File: config.mk
export PLATFORM = sky130hd
export DESIGN_NAME = alu_sequencer
export DESIGN_NICKNAME = d
export VERILOG_FILES = /design/src/rtl/alu_sequencer.sv
export SDC_FILE = /design/constraint.sdc
export NUM_CORES = 1
export LEC_CHECK = 0
export CORE_ASPECT_RATIO = 1.25
export CORE_UTILIZATION = 55
export CTS_CLUSTER_DIAMETER = 100
export CTS_CLUSTER_SIZE = 40
export DETAILED_ROUTE_END_ITERATION = 10
export GPL_TIMING_DRIVEN = 1
export PLACE_DENSITY_LB_ADDON = 0.2
export SKIP_LAST_GASP = 1
export SYNTH_ARGS = -nofsm -noshare
export SYNTH_HDL_FRONTEND = slang
export SYNTH_SLANG_ARGS = --single-unit
File: constraint.sdc
create_clock -name clk -period 24.6 [get_ports clk]
set_input_delay 2.46 -clock clk [delete_from_list [all_inputs] [get_ports clk]]
set_output_delay 2.46 -clock clk [all_outputs]
set_load 0.05 [all_outputs]
File: src/rtl/alu_sequencer.sv
// rtl/alu_sequencer.sv - multi-cycle controller sequencing the shared ALU over an 8x16 register file
module alu_sequencer #(
    parameter int WIDTH = 16,
    parameter int NREG  = 8
) (
    input  logic             clk,
    input  logic             rst,
    input  logic             instr_valid,
    output logic             instr_ready,
    input  logic [15:0]      instr,
    input  logic [WIDTH-1:0] instr_imm,
    output logic [WIDTH-1:0] alu_r2,
    output logic [WIDTH-1:0] alu_r3,
    output logic [3:0]       alu_m,
    output logic [3:0]       alu_op,
    output logic [WIDTH-1:0] alu_insta,
    input  logic [WIDTH-1:0] alu_r1,
    input  logic [3:0]       alu_flags,
    output logic             done,
    output logic             illegal,
    output logic [3:0]       flags,
    output logic [15:0]      retired,
    input  logic [2:0]       dbg_addr,
    output logic [WIDTH-1:0] dbg_data
);

    typedef enum logic [1:0] {
        IDLE = 2'd0,
        READ = 2'd1,
        EXEC = 2'd2,
        WB   = 2'd3
    } state_t;

    state_t           state;
    logic [15:0]      ir;
    logic [WIDTH-1:0] imm_r;
    logic [WIDTH-1:0] res_h;
    logic [3:0]       flags_h;
    logic [WIDTH-1:0] rf [NREG];

    logic [3:0] op;
    logic [2:0] rd;
    logic [2:0] rs1;
    logic [2:0] rs2;
    logic       is_reserved;
    logic       is_shift;
    logic       writes_rd;
    logic       loads_flags;

    assign op          = ir[15:12];
    assign rd          = ir[11:9];
    assign rs1         = ir[8:6];
    assign rs2         = ir[5:3];
    assign is_reserved = (op > 4'd10);
    assign is_shift    = (op == 4'd6) || (op == 4'd7) || (op == 4'd8);
    assign writes_rd   = (op <= 4'd9);
    assign loads_flags = (op <= 4'd8) || (op == 4'd10);

    assign dbg_data = rf[dbg_addr];

    always_ff @(posedge clk or posedge rst) begin
        if (rst) begin
            state       <= IDLE;
            ir          <= '0;
            imm_r       <= '0;
            res_h       <= '0;
            flags_h     <= '0;
            alu_r2      <= '0;
            alu_r3      <= '0;
            alu_m       <= '0;
            alu_op      <= '0;
            alu_insta   <= '0;
            instr_ready <= 1'b1;
            done        <= 1'b0;
            illegal     <= 1'b0;
            flags       <= '0;
            retired     <= '0;
            for (int i = 0; i < NREG; i++) begin
                rf[i] <= '0;
            end
        end else begin
            done    <= 1'b0;
            illegal <= 1'b0;
            case (state)
                IDLE: begin
                    if (instr_valid) begin
                        ir          <= instr;
                        imm_r       <= instr_imm;
                        instr_ready <= 1'b0;
                        state       <= READ;
                    end
                end
                READ: begin
                    // Reserved ops skip the ALU entirely and retire one cycle early.
                    if (is_reserved) begin
                        done    <= 1'b1;
                        illegal <= 1'b1;
                        state   <= WB;
                    end else begin
                        alu_r2    <= rf[rs1];
                        alu_r3    <= rf[rs2];
                        alu_op    <= op;
                        alu_insta <= imm_r;
                        alu_m     <= is_shift ? ir[3:0] : 4'd0;
                        state     <= EXEC;
                    end
                end
                EXEC: begin
                    res_h   <= alu_r1;
                    flags_h <= alu_flags;
                    done    <= 1'b1;
                    state   <= WB;
                end
                WB: begin
                    if (writes_rd) begin
                        rf[rd] <= res_h;
                    end
                    if (loads_flags) begin
                        flags <= flags_h;
                    end
                    retired     <= retired + 16'd1;
                    instr_ready <= 1'b1;
                    state       <= IDLE;
                end
                default: begin
                    instr_ready <= 1'b1;
                    state       <= IDLE;
                end
            endcase
        end
    end

endmodule

==> results of run 1 <==
kinds of logic after synthesis:
family	Yosys count
AOI/OAI and AO/OA	109
xor gates and xnor gates	15
adders and majority gates	5
buffers and inverters	72
DFF	261
muxes	382
and+or+nand+nor	90
cell usage in the layout (no fill, tap or decap), types with 2 or more instances in the layout:
cell type and n:
mux2_2 274, dfrtp_1 258, clkdlybuf4s50_1 150, mux2i_1 65, nand2_1 47, mux4_2 32, o21ai_0 30, a22oi_1 28
o221ai_1 27, xnor2_1 13, mux2_4 11, clkbuf_16 11, nand4_1 7, o21ai_1 7, buf_4 7, nand2b_1 6
nand3_1 5, nor2_1 5, inv_1 5, o22ai_1 5, a221o_1 5, ha_1 5, a21oi_1 4, and3_1 3
or3b_1 2, nand3b_2 2, nor2b_1 2, xor2_1 2, and4_1 2, nor2b_2 2, nor2_2 2, clkbuf_1 2
buf_2 2, dfrtp_2 2
power by group:
| group | internal, uW | switching, uW |
|---|---|---|
| Combinational | 520 | 593 |
| Sequential | 620 | 185 |
| Clock | 84.7 | 131 |
layout make-up:
class,count,area [sq um]
clock buffer,13,283
clock inverter,2,23.8
fill,1824,8110
inverter,6,30.0
multi-input combinational,601,6040
sequential,261,6540
tap,288,360
timing repair buffer,160,1580
routing by layer:
| metal | vias to the layer above | global-route usage, % | part of all wire [%] |
|---|---|---|---|
| met4 | 0 | 8.33 | 3.1 |
| met5 | - | 0 | 0 |
| met3 | 61 | 4.54 | 6.4 |
| li1 | 3686 | - | - |
| met1 | 4182 | 33.5 | 42 |
| met2 | 247 | 41.2 | 48 |
worst min-delay path by stage:
stage / to / slack, ps / cells past startpoint
floorplan: alu_insta[0]$_DFFE_PP0P_ / 470 / 1
global placement: instr_ready$_DFFE_PP1P_ / 460 / 2
detailed placement: alu_r2[9]$_DFFE_PP0P_ / 470 / 2
global route: retired[15]$_DFFE_PP0N_ / 500 / 1
finish: retired[15]$_DFFE_PP0N_ / 490 / 1
CTS: retired[15]$_DFFE_PP0N_ / 490 / 1
registers in the layout (all words and copies together) (netlist names):
register     count
alu_r3          16
retired         16
state            2
alu_op           4
alu_m            4
res_h           16
ir              16
rf             128
instr_ready      1
alu_insta       16
flags            4
alu_r2          16
flags_h          4
done             1
imm_r           16
illegal          1
per-stage QoR:
| step | cell area, sq um | setup WS [ps] |
|---|---|---|
| finish | 14900 | 17200 |
| global route | 14900 | 17070 |
| CTS | 14900 | 17180 |
| detailed placement | 14600 | 17190 |
| global placement | 14600 | 17220 |
| floorplan | 12900 | 14960 |
==> impl_metrics.json, run 1 <==
{
  "wl_per_cell_um": 22.0,
  "muxShareOfSynthArea_pct": 35.9,
  "gp_congestion": 0.799,
  "critPathMaxFanout": 32,
  "hold-worst-slack_ps": 488,
  "max_cap_violations": 0,
  "violations": "design-rule violations",
  "synth.distinct_cells": 38,
  "final.setup_skew_ps": 20.8,
  "required_ps": 22140,
  "worstSetupPathType": "input pin to primary output",
  "routed_wirelength_mm": 29.2,
  "synth-edff-count": 0,
  "hpwl_mm": 18.2,
  "peakVddDrop_mv": 0.0940,
  "nNetsFinal": 1103,
  "run_status": "finished with violations",
  "syn2layout_area_growth_pct": 15.3,
  "critPathTopFamily": "buffers and inverters",
  "ant_nets": 0,
  "fin_crit_sh_pct": 30.1,
  "fin_cells": 1331,
  "synthMostInstantiatedCell": "mux2_2",
  "setup.worst_path.end": "dbg_data[13]",
  "grt_pass1_vias": 8375,
  "synth_seq_area_share_pct": 50.7,
  "grt_antenna_before_repair": 0,
  "period_needed_ps": 7400,
  "powerDensity_mw_per_mm2": 144,
  "yosys.area_share.simple_pct": 3.49,
  "rows": 62,
  "synthCells": 934,
  "vias": 8176,
  "async_flop_share_pct": 100,
  "placed_cells": 1316,
  "synth_compound_area_share_pct": 5.84,
  "post-cts-setup-buffers": 0,
  "grt_max_degree": 136,
  "drt_iter0_markers": 458,
  "die_y_um": 173,
  "holdCritStartpoint": "retired[15]$_DFFE_PP0N_",
  "overflow": 0,
  "portBuffers": 152,
  "synthXorXnorAreaFrac_pct": 1.02,
  "power_uw": 2130,
  "worst_setup_path_start_kind": "input pin",
  "hold_viol_final": 0,
  "syn_area_sq_mm": 0.0129,
  "cpPeakStageDelay_ps": 810,
  "cp_num_buf_inv": 2,
  "fmax_mhz": 135,
  "firstDrtPassIters": 10,
  "cts.sinks": 261,
  "clk_latency_ps": 490,
  "synth_top_flop_cell": "dfrtp_1",
  "synth_top_family_by_area": "multiplexers",
  "cp.depth": 4,
  "clkSlewWorstSetupHoldPaths_ps": 120,
  "cp_slowest_cell": "buf_2",
  "cts_tree": "yes",
  "ctsHoldBuffers": 0,
  "hold_path.class": "flip-flop to flip-flop",
  "grt_pass1_wl_mm": 47.1,
  "synthesis.nets": 997,
  "avgSynthCellArea_sq_um": 13.8,
  "finalSetupViolCount": 0,
  "cts_buffers": 10,
  "synth_commonest_cells": "mux2_2, dfrtp_1, mux2i_1, nand2_1, mux4_2",
  "synth.area.top_cells": "dfrtp_1, mux2_2, mux4_2",
  "finalMaxSlewViolations": 0,
  "ctsResizeCount": 0,
  "yosysTopAreaCell": "dfrtp_1",
  "r2r-start": "state[1]$_DFFE_PP0P_",
  "drive_above_1_share_pct": 33.9,
  "end_kind": "primary output",
  "die-area_sq_mm": 0.0241,
  "leakagePower_uw": 0.00645,
  "top_level_ports": 153,
  "diodes": 0,
  "yosysWarnings": 0,
  "r2r_cells": 4,
  "r2r-end": "rf[19]$_DFFE_PP0P_",
  "rsz0062_at_grt": "no",
  "final_util_pct": 64.7,
  "synth_top_cell_area_share_pct": 50.5,
  "cts_max_path_buffers": 3,
  "viasPerCell": 6.14,
  "setup_tns_ps": 0,
  "grt_util_all_layers_pct": 25.0,
  "fp.dieW_um": 139,
  "worst_pin_slew_ps": 1130,
  "cts_max_level": 1,
  "yosys.area_share.adder_pct": 0.485,
  "ys_seq_elements": 261,
  "cp.arrival_ps": 4940,
  "cp_cell_sequence": "buf_2 > mux4_2 > mux2_2 > clkdlybuf4s50_1",
  "coreArea_sq_mm": 0.0230,
  "start_util_pct": 56.1,
  "cts_root_buf": "clkbuf_16",
  "drc": 7,
  "startpoint": "dbg_addr[0]",
  "r2r_slack_ps": 22080,
  "relSlewSlack_pct": 24.4
}
Power figures use the tool's default switching activity.
==> run 2: changes to the inputs <==
--- a/config.mk
+++ b/config.mk
@@ -6,7 +6,7 @@
 export NUM_CORES = 1
 export LEC_CHECK = 0
 export CORE_ASPECT_RATIO = 1.25
-export CORE_UTILIZATION = 55
+export CORE_UTILIZATION = 51
 export CTS_CLUSTER_DIAMETER = 100
 export CTS_CLUSTER_SIZE = 40
 export DETAILED_ROUTE_END_ITERATION = 10
==> constraint.sdc (replaced) <==
create_clock -name clk -period 6.8 [get_ports clk]
set_input_delay 0.68 -clock clk [delete_from_list [all_inputs] [get_ports clk]]
set_output_delay 0.68 -clock clk [all_outputs]
set_load 0.05 [all_outputs]
==> run 2 against run 1 <==
  * Clock-buffer cell count unchanged
  * Critical path type unchanged
  * Die area up 7.7%
  * The run now ends clean
  * Non-clock buffer count stayed put
  * Final area up 0.50%
  * Flip-flop and latch count is the same
  * Largest power group unchanged
  * Highest routed layer unchanged
  * Critical path depth stayed put
  * Via count hardly changed
  * Global-route usage is 0.88 points lower
  * First-iteration DRC count fell by 4.6%
  * Total power grew to 3.6 times the previous value
  * Register-to-register slack got worse by 18000 ps
  * Combinational power rose to 3.6 times the previous value
==> impl_metrics.json, run 2 (synthesized netlist as in run 1, its figures left out) <==
{
  "grt_pass1_wl_mm": 48.0,
  "drt_iter0_markers": 437,
  "cts_max_path_buffers": 3,
  "period_needed_ps": 3790,
  "top_level_ports": 153,
  "nNetsFinal": 1104,
  "cp.arrival_ps": 3110,
  "cpPeakStageDelay_ps": 800,
  "stdcell_area_sq_mm": 0.0149,
  "leakagePower_uw": 0.00646,
  "rsz0062_at_grt": "no",
  "finalSetupViolCount": 0,
  "p_comb_share_pct": 51.3,
  "worst_setup_path_start_kind": "input pin",
  "portBuffers": 152,
  "finalMaxSlewViolations": 0,
  "peakVddDrop_mv": 0.402,
  "routed_wirelength_mm": 30.0,
  "cp_slowest_cell": "buf_2",
  "critPathMaxFanout": 32,
  "regMostFlops": "rf",
  "wl_per_cell_um": 21.8,
  "die_y_um": 180,
  "ant_nets": 0,
  "seq_power_share_pct": 38.2,
  "hpwl_mm": 18.8,
  "final.setup_skew_ps": 44.1,
  "cts_max_level": 1,
  "setup_tns_ps": 0,
  "cts.sinks": 261,
  "firstDrtPassIters": 4,
  "cp_cell_sequence": "buf_2 > mux4_2 > mux2_2 > clkdlybuf4s50_1",
  "viasPerCell": 5.94,
  "cts_buffers": 11,
  "gp_congestion": 0.796,
  "worst_pin_slew_ps": 1250,
  "drive_above_1_share_pct": 34.2,
  "post-cts-setup-buffers": 0,
  "run_status": "finished, final reports clean",
  "placed_cells": 1358,
  "placed_area_sq_mm": 0.0146,
  "fp.dieW_um": 144,
  "grt_pass1_vias": 8445,
  "end_kind": "primary output",
  "fillCellCount": 2033,
  "hold_path.class": "flip-flop to flip-flop",
  "clkSlewWorstSetupHoldPaths_ps": 100,
  "grt_max_degree": 174,
  "hold_viol_final": 0,
  "cts_tree": "yes",
  "powerDensity_mw_per_mm2": 519,
  "worstSetupPathType": "input pin to primary output",
  "coreArea_sq_mm": 0.0247,
  "relSlewSlack_pct": 16.3,
  "switching_share_pct": 42.7,
  "final_util_pct": 60.5,
  "power.switching_uw": 3310,
  "rows": 64,
  "die-area_sq_mm": 0.0259,
  "grt_util_all_layers_pct": 24.1,
  "drc": 0,
  "clk_latency_ps": 500,
  "start_util_pct": 52.3,
  "required_ps": 6120,
  "fin_cells": 1375,
  "syn2layout_area_growth_pct": 15.8,
  "diodes": 0,
  "fin_crit_sh_pct": 55.8,
  "mostFrequentLayoutCells": "mux2_2, dfrtp_1, clkdlybuf4s50_1",
  "vias": 8169,
  "grt_antenna_before_repair": 0,
  "ctsHoldBuffers": 0,
  "clockPowerShare_pct": 10.5,
  "overflow": 0,
  "max_cap_violations": 0,
  "largest_reg_flops": 128,
  "fmax_mhz": 264,
  "final_common_cell": "mux2_2",
  "ctsResizeCount": 0,
  "cts_root_buf": "clkbuf_16",
  "internal-power_uw": 4440
}
-- run 2: cell count changes in the layout (fill, tap and decap cells not counted) --
cell,previous run,this run
clkbuf_8,0,1
inv_8,1,0
inv_12,1,0
clkinv_4,0,1
clkinv_2,0,2
inv_16,0,1
clkbuf_1,2,1
-- run 2: worst paths after layout --
check | end | start | cells past startpoint | slack (ps)
setup / recovery | dbg_data[12] | dbg_addr[0] | 4 | 3010
hold / removal | retired[15]$_DFFE_PP0N_ | retired[15]$_DFFE_PP0N_ | 1 | 480
setup reg to reg | rf[72]$_DFFE_PP0P_ | state[0]$_DFFE_PP0P_ | 4 | 4200
hold reg to reg | retired[15]$_DFFE_PP0N_ | retired[15]$_DFFE_PP0N_ | 1 | 480
max in group asynchronous | ir[3]$_DFFE_PP0P_ | rst | 3 | 4850
min in group asynchronous | rf[68]$_DFFE_PP0P_ | rst | 2 | 580
-- run 2: critical path, delay by kind of cell --
kind | cells | cell delay, ps
buffers and inverters | 2 | 1510
muxes | 2 | 900
-- run 2: power by group through the flow --
stage / registers, uW / logic [uW] / clock network, uW
2_1_floorplan: 3360 / 2420 / 0
3_3_place_gp: 2960 / 3930 / 0
3_5_place_dp: 2980 / 4000 / 0
4_1_cts: 2950 / 4010 / 849
5_1_grt: 3070 / 4250 / 903
6_report: 2960 / 3980 / 817
-- run 2: layer usage --
layer  up-vias  routed length (um)  global-route usage [%]
met4         0                 752                    6.57
met1      4215               12700                    32.3
met3        40                1910                    4.79
met2       229               14600                    39.8
met5         -                   0                       0
li1       3685                   -                       -
-- run 2: through the flow --
step	worst slack (ps)	total power, uW	hold slack (ps)
2_1_floorplan	2680	5780	475
3_3_place_gp	3000	6890	457
3_5_place_dp	2970	6980	464
4_1_cts	2970	7810	482
5_1_grt	2850	8220	511
6_report	3010	7750	478
-- run 2: area by class of cell --
class / count / area [sq um] / share of cell area, %
Sequential cell: 261 / 6540 / 43.8
Tap cell: 330 / 413 / 2.77
Inverter: 6 / 26.3 / 0.176
Clock buffer: 13 / 293 / 1.96
Clock inverter: 4 / 38.8 / 0.260
Multi-Input combinational cell: 601 / 6040 / 40.5
Timing Repair Buffer: 160 / 1580 / 10.6
